### config.mk
export PLATFORM = sky130hd
export DESIGN_NAME = uart_echo_buffer
export DESIGN_NICKNAME = d
export VERILOG_FILES = /design/src/rtl/uart_defs.sv /design/src/rtl/sync_fifo.sv /design/src/rtl/uart_echo_buffer.sv
export SDC_FILE = /design/constraint.sdc
export NUM_CORES = 1
export LEC_CHECK = 0
export BUFFER_PORTS_ARGS = -buffer_cell sky130_fd_sc_hd__buf_2
export CORE_AREA = 2 2 150 152
export CTS_CLUSTER_DIAMETER = 200
export DETAILED_ROUTE_END_ITERATION = 12
export DIE_AREA = 0 0 152 154
export PLACE_DENSITY_LB_ADDON = 0.2
export SYNTH_ARGS = -nofsm -noshare
export SYNTH_HDL_FRONTEND = slang
export SYNTH_SLANG_ARGS = --single-unit
### constraint.sdc
create_clock -name clk -period 5.8 [get_ports clk]
set_clock_uncertainty 0.05 [all_clocks]
set_input_delay 1.45 -clock clk [delete_from_list [all_inputs] [get_ports clk]]
set_output_delay 1.45 -clock clk [all_outputs]
set_load 0.005 [all_outputs]
### src/rtl/uart_defs.sv
// Shared encodings for the UART echo buffer: RX transform modes and TX FSM states.
package uart_defs;

  localparam logic [1:0] MODE_PASS = 2'b00;
  localparam logic [1:0] MODE_INV  = 2'b01;
  localparam logic [1:0] MODE_INC  = 2'b10;
  localparam logic [1:0] MODE_DROP = 2'b11;

  typedef enum logic [1:0] {
    ST_IDLE  = 2'd0,
    ST_START = 2'd1,
    ST_WAIT  = 2'd2
  } tx_state_t;

endpackage

### src/rtl/sync_fifo.sv
// First-word-fall-through synchronous FIFO; a push into a full FIFO is accepted
// when a pop happens in the same cycle.
module sync_fifo #(
  parameter int NB_DATA    = 8,
  parameter int FIFO_DEPTH = 16,
  parameter int NB_COUNT   = $clog2(FIFO_DEPTH) + 1
) (
  input  logic                clk,
  input  logic                srst,
  input  logic                push,
  input  logic                pop,
  input  logic [NB_DATA-1:0]  wdata,
  output logic [NB_DATA-1:0]  rdata,
  output logic [NB_COUNT-1:0] count,
  output logic                full,
  output logic                empty
);

  localparam int NB_PTR = $clog2(FIFO_DEPTH);

  logic [NB_DATA-1:0]  mem [FIFO_DEPTH];
  logic [NB_PTR-1:0]   wr_ptr_reg;
  logic [NB_PTR-1:0]   rd_ptr_reg;
  logic [NB_COUNT-1:0] count_reg;
  logic                do_push;
  logic                do_pop;

  assign empty   = (count_reg == '0);
  assign full    = (count_reg == NB_COUNT'(FIFO_DEPTH));
  assign do_pop  = pop && !empty;
  assign do_push = push && (!full || do_pop);

  // Depth is a power of two, so the pointers wrap naturally.
  always_ff @(posedge clk) begin
    if (srst) begin
      wr_ptr_reg <= '0;
      rd_ptr_reg <= '0;
      count_reg  <= '0;
    end else begin
      if (do_push) wr_ptr_reg <= wr_ptr_reg + NB_PTR'(1);
      if (do_pop)  rd_ptr_reg <= rd_ptr_reg + NB_PTR'(1);
      if (do_push && !do_pop)      count_reg <= count_reg + NB_COUNT'(1);
      else if (do_pop && !do_push) count_reg <= count_reg - NB_COUNT'(1);
    end
  end

  always_ff @(posedge clk) begin
    if (do_push) mem[wr_ptr_reg] <= wdata;
  end

  assign rdata = mem[rd_ptr_reg];
  assign count = count_reg;

endmodule

### src/rtl/uart_echo_buffer.sv
// Buffered bridge between uart_rx and uart_tx: transforms received bytes, queues
// them, and feeds uart_tx one byte per start/done handshake.
module uart_echo_buffer
  import uart_defs::*;
#(
  parameter int NB_DATA    = 8,
  parameter int FIFO_DEPTH = 16,
  parameter int NB_COUNT   = $clog2(FIFO_DEPTH) + 1
) (
  input  logic                clk,
  input  logic                i_rst,
  input  logic [NB_DATA-1:0]  i_rx_data,
  input  logic                i_rx_done,
  input  logic [1:0]          i_mode,
  input  logic                i_tx_done,
  input  logic                i_clr_ovf,
  output logic                o_tx_start,
  output logic [NB_DATA-1:0]  o_tx_data,
  output logic [NB_COUNT-1:0] o_count,
  output logic                o_empty,
  output logic                o_full,
  output logic                o_overflow
);

  tx_state_t          state_reg;
  tx_state_t          state_next;
  logic [NB_DATA-1:0] tx_data_reg;
  logic               overflow_reg;
  logic [NB_DATA-1:0] fifo_wdata;
  logic [NB_DATA-1:0] fifo_rdata;
  logic               push_req;
  logic               fifo_pop;

  assign push_req = i_rx_done && (i_mode != MODE_DROP);

  always_comb begin
    fifo_wdata = i_rx_data;
    case (i_mode)
      MODE_INV: fifo_wdata = ~i_rx_data;
      MODE_INC: fifo_wdata = i_rx_data + NB_DATA'(1);
      default:  fifo_wdata = i_rx_data;
    endcase
  end

  sync_fifo #(
    .NB_DATA    (NB_DATA),
    .FIFO_DEPTH (FIFO_DEPTH),
    .NB_COUNT   (NB_COUNT)
  ) u_fifo (
    .clk   (clk),
    .srst  (i_rst),
    .push  (push_req),
    .pop   (fifo_pop),
    .wdata (fifo_wdata),
    .rdata (fifo_rdata),
    .count (o_count),
    .full  (o_full),
    .empty (o_empty)
  );

  always_ff @(posedge clk) begin
    if (i_rst) begin
      state_reg <= ST_IDLE;
    end else begin
      state_reg <= state_next;
    end
  end

  always_comb begin
    state_next = state_reg;
    case (state_reg)
      ST_IDLE:  if (!o_empty) state_next = ST_START;
      ST_START: state_next = ST_WAIT;
      ST_WAIT:  if (i_tx_done) state_next = ST_IDLE;
      default:  state_next = ST_IDLE;
    endcase
  end

  always_comb begin
    o_tx_start = (state_reg == ST_START);
    fifo_pop   = (state_reg == ST_IDLE) && !o_empty;
  end

  // The byte is latched at pop so it stays stable for the whole frame.
  always_ff @(posedge clk) begin
    if (i_rst) begin
      tx_data_reg <= '0;
    end else if (fifo_pop) begin
      tx_data_reg <= fifo_rdata;
    end
  end

  // A dropped byte wins over a same-cycle clear.
  always_ff @(posedge clk) begin
    if (i_rst) begin
      overflow_reg <= 1'b0;
    end else if (push_req && o_full && !fifo_pop) begin
      overflow_reg <= 1'b1;
    end else if (i_clr_ovf) begin
      overflow_reg <= 1'b0;
    end
  end

  assign o_tx_data  = tx_data_reg;
  assign o_overflow = overflow_reg;

endmodule

---- After elaboration in Yosys (flattened, before gate mapping) ----
Memories as Yosys holds them, arrays and structs flattened. A register that Yosys moved wholly into a read port is not among the register bits.
Cells that the tools add are included.
word-level totals
  bits in registers ....................... 16
  input port bits ......................... 15
  logic and storage cells ................. 49
  memory bits (writable) .................. 128
  memories kept ........................... 1
  output and inout port bits .............. 17
operators by class
  reduce and logical (&&, ||, !) cells .... 19
  $add $sub $neg .......................... 5
  eq/ne operators ......................... 8
  multiplexer cells ....................... 10
  bitwise gates (word level) .............. 1
memories
  memory      words  width  read ports  clocked after memory_dff  write ports  line             RTL
  u_fifo.mem  16     8      1           1                         1            sync_fifo.sv:21  logic [NB_DATA-1:0] mem [FIFO_DEPTH];
operators by type and width
  operator                                             number
  one-hot mux 8 bit (2 select lines)                   1
  two-way mux 5 bit                                    2
  adder 4 x 1 -> 4 bit, second input constant          2
  adder 8 x 1 -> 8 bit, second input constant          1
  logical AND 1 bit                                    8
  inverter 8 bit                                       1
  != test 2 bit, second input constant                 3
  one-hot mux 2 bit (3 select lines)                   1
  adder 5 x 1 -> 5 bit, second input constant          1
  equality test 5 bit, second input constant           1
  logical NOT 1 bit                                    5
  logical NOT 5 bit                                    1
  subtractor 5 x 1 -> 5 bit, second input constant     1
  equality test 2 x 1 -> 1 bit, second input constant  2
  equality test 2 bit, second input constant           2
  two-way mux 1 bit                                    4
  two-way mux 2 bit                                    2
  nonzero test 2 bit                                   2
  logical NOT 2 bit                                    1
  AND reduction 2 bit                                  1
  logical OR 1 bit                                     1

---- Longest topological paths before layout ----
Gate-level depths: netlist of the first run.
  depth in word-level cells ............... 10
  gate-level depth with buffers ........... 12
  mapped depth without buffers ............ 11

---- Modules after synthesis ----
Synthesis of the first run repeated with hierarchy kept, for this count alone.
unflattened totals
  cells, all modules ...................... 409
  area, all modules ....................... 6493.7 um^2
by module, submodules not included
  module            cells an instance  seq. area each (um^2)  times used  area each (um^2)
  sync_fifo         311                4184.0                 1           5771.8
  uart_echo_buffer  98                 220.2                  1           721.9

---- Worst setup path after synthesis of the first run ----
OpenSTA, ideal clock, no wires.
  path kind ............................... input to register
  start ................................... input port i_mode[0]
  end ..................................... register u_fifo.count_reg[4], in the netlist u_fifo.count[4]
  setup time .............................. 0.121 ns
  stages .................................. 10
  buffers on the path ..................... 0
  setup slack ............................. 2.099 ns
  data required time ...................... 5.629 ns
  arrival ................................. 3.530 ns
  path through ............................ ha_1 nand2b_1 a31oi_4 ha_1 inv_1 ha_1 a21o_1 a21oi_1 mux2i_1 mux2_2
on the way
  word-level cells in the longest chain between the ends .. 6
  elaborated cells on any way between the ends .. 8
  those cells by class .................... eq/ne (1); mux (1); reduce/logical (6)
RTL lines
  item                                 line                    RTL
  start: declaration                   uart_echo_buffer.sv:14  input logic [1:0] i_mode,
  != test 2 bit *                      uart_echo_buffer.sv:34  assign push_req = i_rx_done && (i_mode != MODE_DROP);
  logical AND 1 bit *                  uart_echo_buffer.sv:34
  logical AND 1 bit *                  sync_fifo.sv:31         assign do_push = push && (!full || do_pop);
  named net u_fifo.do_push             sync_fifo.sv:25         logic do_push;
  logical NOT 1 bit                    sync_fifo.sv:43         else if (do_pop && !do_push) count_reg <= count_reg - NB_COUNT'(1);
  logical AND 1 bit                    sync_fifo.sv:43
  nonzero test 2 bit (no source line)  n/a
  end signal: assignment               sync_fifo.sv:42         if (do_push && !do_pop) count_reg <= count_reg + NB_COUNT'(1);
  end signal: assignment               sync_fifo.sv:43
  end: declaration                     sync_fifo.sv:24         logic [NB_COUNT-1:0] count_reg;
The timed path passes the listed nets; every way through them passes the cells marked *.
A chain may end at the register's enable or synchronous reset.

---- Worst setup path in the final report of the first run ----
Same ends and word-level chain as after synthesis.

==> flow_metrics.tcl, run 1 <==
set metrics [dict create \
    place_congestion 0.771 \
    period_share 0.619 \
    synth_top_family_by_area "multiplexers" \
    fmax_ghz 0.279 \
    post_cts_buffers 0 \
    drive_gt1_frac 0.155 \
    clkSinkCount 152 \
    post_cts_resized 0 \
    arrival_ns 3.85 \
    die_h_um 154 \
    synth-simple-area-share 0.0763 \
    yosysWarningCount 0 \
    antenna_cells 0 \
    worstHoldPathCells 2 \
    synthCells 451 \
    coreArea_um2 21700 \
    setup_viol 0 \
    yosysTopAreaCell "edfxtp_1" \
    clk_path_buf_depth 2 \
    ant_nets 0 \
    whs_ns 0.438 \
    slew_headroom 0.218 \
    async_flop_share 0 \
    clk_latency_ns 0.42 \
    syn_nets 481 \
    numPortBuffers 31 \
    synth_compound_area_frac 0.0664 \
    numPlacedInstances 745 \
    hold_class "reg2reg" \
    totalWireLength_um 14600 \
    ys_ff_latch 152 \
    root_buffer "clkbuf_16" \
    synth_area_um2 6420 \
    routed.top_layer "met4" \
    period_minus_slack_ns 3.59 \
    cts_inserted_buffers 17 \
    synth.distinct_cells 39 \
    cp_max_fo 9 \
    die_w_um 152 \
    dieArea_um2 23400 \
    grt_max_degree 39 \
    worst_pin_slew_ns 1.16 \
    detail_route.first_pass.iterations 4 \
    dr_total_vias 3663 \
    cp.required_ns 6.06 \
    dp_hpwl_um 9680 \
    dp_slack_ns 1.75 \
    synth-main-ff-cell "edfxtp_1" \
    grt_pass1_vias 3771 \
    met3_length_um 578 \
    finalNetCount 514 \
    route.met2.wl_um 7030 \
    hold_viol_final 0 \
    vias_per_cell 4.71 \
    synth-edff-count 128 \
    slew_violations 0 \
    htree_levels 4 \
    ir_drop_v 0.000215 \
    layout_setup_ws_ns 2.21 \
    r2r-start "state_reg[1]" \
    drc 0 \
    grt.total_usage 0.131 \
    m1WireLength_um 6640 \
    post_drt_wl_per_cell_um 18.8 \
    worstRegToRegCells 10 \
    largest_reg_flops 128 \
    power_density_nw_per_um2 418 \
    crit_end "u_fifo.count[4]" \
    fillCellCount 2081 \
    status "complete, no violations" \
    io_pins 32 \
    clk_pin_slew_ns 0.06 \
    synth_top_area_frac 0.598 \
    end_kind "flip-flop" \
    rsz0062_at_grt "no" \
    leakage_nw 2.48 \
    grt-ovfl-total 0 \
    r2r_slack_ns 2.26 \
    grt_pass1_wl_um 22800 \
    synth.area.top_cells "edfxtp_1 60%, mux2i_1 11%, dfxtp_1 7.5%" \
    initialDrtViolationCount 216 \
    area_growth_syn_to_layout_pct 16.6 \
    synth-xor-area-share 0.0123 \
    hold_buffers 0 \
    tns_ns 0 \
    maxCapViolations 0 \
    initial_core_util 0.296 \
    start_kind "input pin" \
    yosysSeqAreaShare 0.673 \
    r2r_end "u_fifo.count[4]" \
    antenna_found_initial 0 \
    stdcell_count 777 \
    cts_tree "built" \
    place_area_um2 6860 \
    synth_fa_ha_area_frac 0.0304 \
    crit_type "in2reg" \
    crit_start "i_mode[0]" \
    fp-row-count 54 \
    fin_area_um2 7490 \
    synth.mux.area_fraction 0.111 \
    syn_avg_cell_area_um2 14.2 \
]
cells in the final DEF (no fill, tap or decap), drive strengths merged, types with 7 or more instances in the layout:
cell / instances
a211oi: 8
a21oi: 11
buf: 38
clkbuf: 21
dfxtp: 24
edfxtp: 128
ha: 14
inv: 15
mux2i: 70
nand2: 17
nor2: 50
nor4: 9
o22ai: 32
xor2: 7
cells in the mapped netlist (4+ instances only):
cell,instances
nor3_1,4
inv_1,13
clkbuf_1,8
edfxtp_1,128
ha_1,14
nor2_1,50
mux2i_1,70
o22ai_1,32
nand3_1,4
o221ai_1,4
xor2_1,7
buf_2,6
nand2_1,17
a21oi_1,11
nor4_1,8
a211oi_1,8
dfxtp_1,24
buf_6,5
nand2b_1,4
kinds of logic after synthesis:
logic type / Yosys count
adder cells (fa/ha/maj): 15
multiplexers: 71
AND/OR/NAND/NOR: 103
buffers and inverters: 37
AO/OA/AOI/OAI: 64
XOR/XNOR: 9
flip-flops: 152
worst max-delay path: stages:
cell and delay [ns]:
buf_2 0.12, ha_1 0.18, nand2b_1 0.18, a31oi_4 0.30
ha_1 0.27, inv_1 0.12, ha_1 0.31, a21o_1 0.19
a21oi_1 0.17, mux2i_1 0.22, mux2_2 0.34
layer usage:
layer  up-vias  global-route usage
met5         -                   0
met4         0              0.0552
met3        19              0.0299
met2        56               0.212
met1      1809               0.170
li1       1779                   -
stage by stage:
stage	utilization	total power, mW
floorplan	-	1.78
global placement	0.316	1.98
detailed placement	0.316	2.00
CTS	0.345	3.17
global route	0.345	3.28
finish	0.345	3.13
worst min path at each step:
stage            startpoint           end  slack, ns
2_1_floorplan  state_reg[1]  state_reg[1]       0.42
3_3_place_gp     o_overflow    o_overflow       0.43
3_5_place_dp     o_overflow    o_overflow       0.43
4_1_cts          o_overflow    o_overflow       0.44
5_1_grt          o_overflow    o_overflow       0.47
6_report         o_overflow    o_overflow       0.44
area by class of cell:
type | count | area (um2) | share of cell area
Sequential cell | 152 | 4330 | 0.578
Inverter | 13 | 48.8 | 0.00652
Multi-Input combinational cell | 262 | 1930 | 0.257
Clock inverter | 11 | 168 | 0.0224
Clock buffer | 21 | 460 | 0.0615
Tap cell | 280 | 350 | 0.0468
Timing Repair Buffer | 38 | 208 | 0.0277
power by group:
part	internal (mW)	switching, mW	leakage [nW]
Combinational	0.244	0.381	0.814
Sequential	1.27	0.0676	1.36
Clock	0.743	0.429	0.305
Total	2.25	0.878	2.48
Note: power is estimated with default switching activity, not from simulation.
==> run 2: changes to the inputs <==
- clock period: 5.8 -> 3 ns (I/O delays scaled with it)
==> run 2 against run 1 <==
Global-route usage is 0.30 points lower; via count is 2.3% higher; die area stayed put; register-to-register slack worse by 2.0 ns; utilization is 0.78 points higher; combinational power is 110% higher; setup slack worse by 1.9 ns; first-iteration DRC count is 13% higher; design area is 2.3% higher; non-clock buffer count is 28 higher; wire length is 0.53% lower; largest power group unchanged; highest routed layer unchanged.
==> flow_metrics.tcl, run 2 (synthesis results as in run 1) <==
set metrics [dict create \
    hold_viol_final 0 \
    fp-row-count 54 \
    post_cts_resized 0 \
    cts_inserted_buffers 17 \
    power_mw 5.94 \
    whs_ns 0.442 \
    mostFrequentLayoutCells "128 x edfxtp_1, 70 x mux2i_1, 50 x nor2_1" \
    ir_drop_v 0.000344 \
    area_growth_syn_to_layout_pct 19.2 \
    leakage_nw 2.60 \
    place_area_um2 7080 \
    dp_hpwl_um 9530 \
    vias_per_cell 4.66 \
    pwr-share-seq 0.432 \
    layout_setup_ws_ns 0.288 \
    numPlacedInstances 773 \
    setup_viol 0 \
    place_congestion 0.767 \
    fmax_ghz 0.369 \
    power_density_nw_per_um2 776 \
    totalWireLength_um 14500 \
    rsz0062_at_grt "no" \
    start_kind "flip-flop" \
    drive_gt1_frac 0.202 \
    clk_pin_slew_ns 0.06 \
    antenna_cells 0 \
    largest_reg_flops 128 \
    final_common_cell "edfxtp_1" \
    cp.required_ns 3.26 \
    hold_buffers 0 \
    initialDrtViolationCount 245 \
    grt_pass1_vias 3829 \
    clk_latency_ns 0.42 \
    worstRegToRegCells 10 \
    coreArea_um2 21700 \
    slew_violations 0 \
    numPortBuffers 31 \
    die_w_um 152 \
    dr_total_vias 3748 \
    grt_max_degree 44 \
    finalNetCount 542 \
    initial_core_util 0.296 \
    p_int_mw 4.24 \
    grt-ovfl-total 0 \
    clk_path_buf_depth 2 \
    switching_share 0.286 \
    fin_area_um2 7660 \
    die_h_um 154 \
    crit_type "reg2reg" \
    combPwrFrac 0.217 \
    stdcell_count 805 \
    post_cts_buffers 0 \
    htree_levels 4 \
    arrival_ns 2.98 \
    grt_pass1_wl_um 22400 \
    status "complete, no violations" \
    root_buffer "clkbuf_16" \
    period_share 0.904 \
    detail_route.first_pass.iterations 7 \
    antenna_found_initial 0 \
    worstHoldPathCells 2 \
    hold_class "reg2reg" \
    r2r_slack_ns 0.29 \
    min_to "o_overflow" \
    io_pins 32 \
    drc 0 \
    period_minus_slack_ns 2.71 \
    dieArea_um2 23400 \
    min-delay-start "o_overflow" \
    slew_headroom 0.633 \
    grt.total_usage 0.128 \
    end_kind "flip-flop" \
    r2r-start "u_fifo.count[0]" \
    clock_power_share 0.351 \
    dp_slack_ns -0.0535 \
    r2r_end "u_fifo.count[4]" \
    cp_max_fo 5 \
    fillCellCount 2081 \
    post_drt_wl_per_cell_um 18.0 \
    clkSinkCount 152 \
    maxCapViolations 0 \
    cts_tree "built" \
    ant_nets 0 \
    worst_pin_slew_ns 0.551 \
    power_switching_mw 1.70 \
]
-- run 2: cell types whose count changed in the layout (fill, tap and decap cells not counted), sizes merged --
cell	delta
bufinv	-2
clkinv	+2
clkinvlp	+2
buf	+28
inv	-1
clkbuf	-1
-- run 2: through the flow --
| stage | util | setup TNS (ns) |
|---|---|---|
| detailed placement | 0.326 | -0.0535 |
| CTS | 0.353 | 0 |
| finish | 0.353 | 0 |
| floorplan | - | 0 |
| global placement | 0.326 | -0.0147 |
| global route | 0.353 | 0 |
-- run 2: worst max-delay path, stage by stage, from the launching register on --
cell and delay (ns):
dfxtp_1 0.38, nor4_4 0.48, a21oi_2 0.11, inv_1 0.12, ha_2 0.19, inv_1 0.08, ha_1 0.30, a21o_1 0.18
a21oi_1 0.16, mux2i_1 0.21, mux2_2 0.34
-- run 2: worst max path at each step --
stage | from | endpoint | slack, ns | cells after the start
finish | u_fifo.count[0] | u_fifo.count[4] | 0.29 | 10
global route | u_fifo.count[0] | u_fifo.count[4] | 0.11 | 10
CTS | u_fifo.count[0] | u_fifo.count[4] | 0.27 | 10
detailed placement | i_mode[0] | u_fifo.count[4] | -0.05 | 11
global placement | i_mode[0] | u_fifo.count[4] | -0.01 | 11
floorplan | i_mode[0] | u_fifo.count[4] | 0.003 | 10
-- run 2: metal layers --
layer,share of wire,track usage,vias to the layer above
met3,0.027,0.0299,19
met1,0.48,0.167,1852
li1,-,-,1829
met5,0,0,-
met2,0.48,0.209,48
met4,0.013,0.0458,0
-- run 2: power by group through the flow --
stage	Combinational (mW)	Clock (mW)	Sequential, mW
2_1_floorplan	0.881	0	2.57
3_3_place_gp	1.29	0	2.61
3_5_place_dp	1.32	0	2.61
4_1_cts	1.32	2.13	2.57
5_1_grt	1.45	2.21	2.59
6_report	1.29	2.09	2.57
-- run 2: layout make-up --
class / instances / area (um2) / area share
Multi-Input combinational cell: 262 / 1920 / 0.251
Clock inverter: 12 / 125 / 0.0163
Tap cell: 280 / 350 / 0.0457
Timing Repair Buffer: 66 / 430 / 0.0562
Sequential cell: 152 / 4330 / 0.565
Inverter: 13 / 48.8 / 0.00637
Clock buffer: 20 / 457 / 0.0596
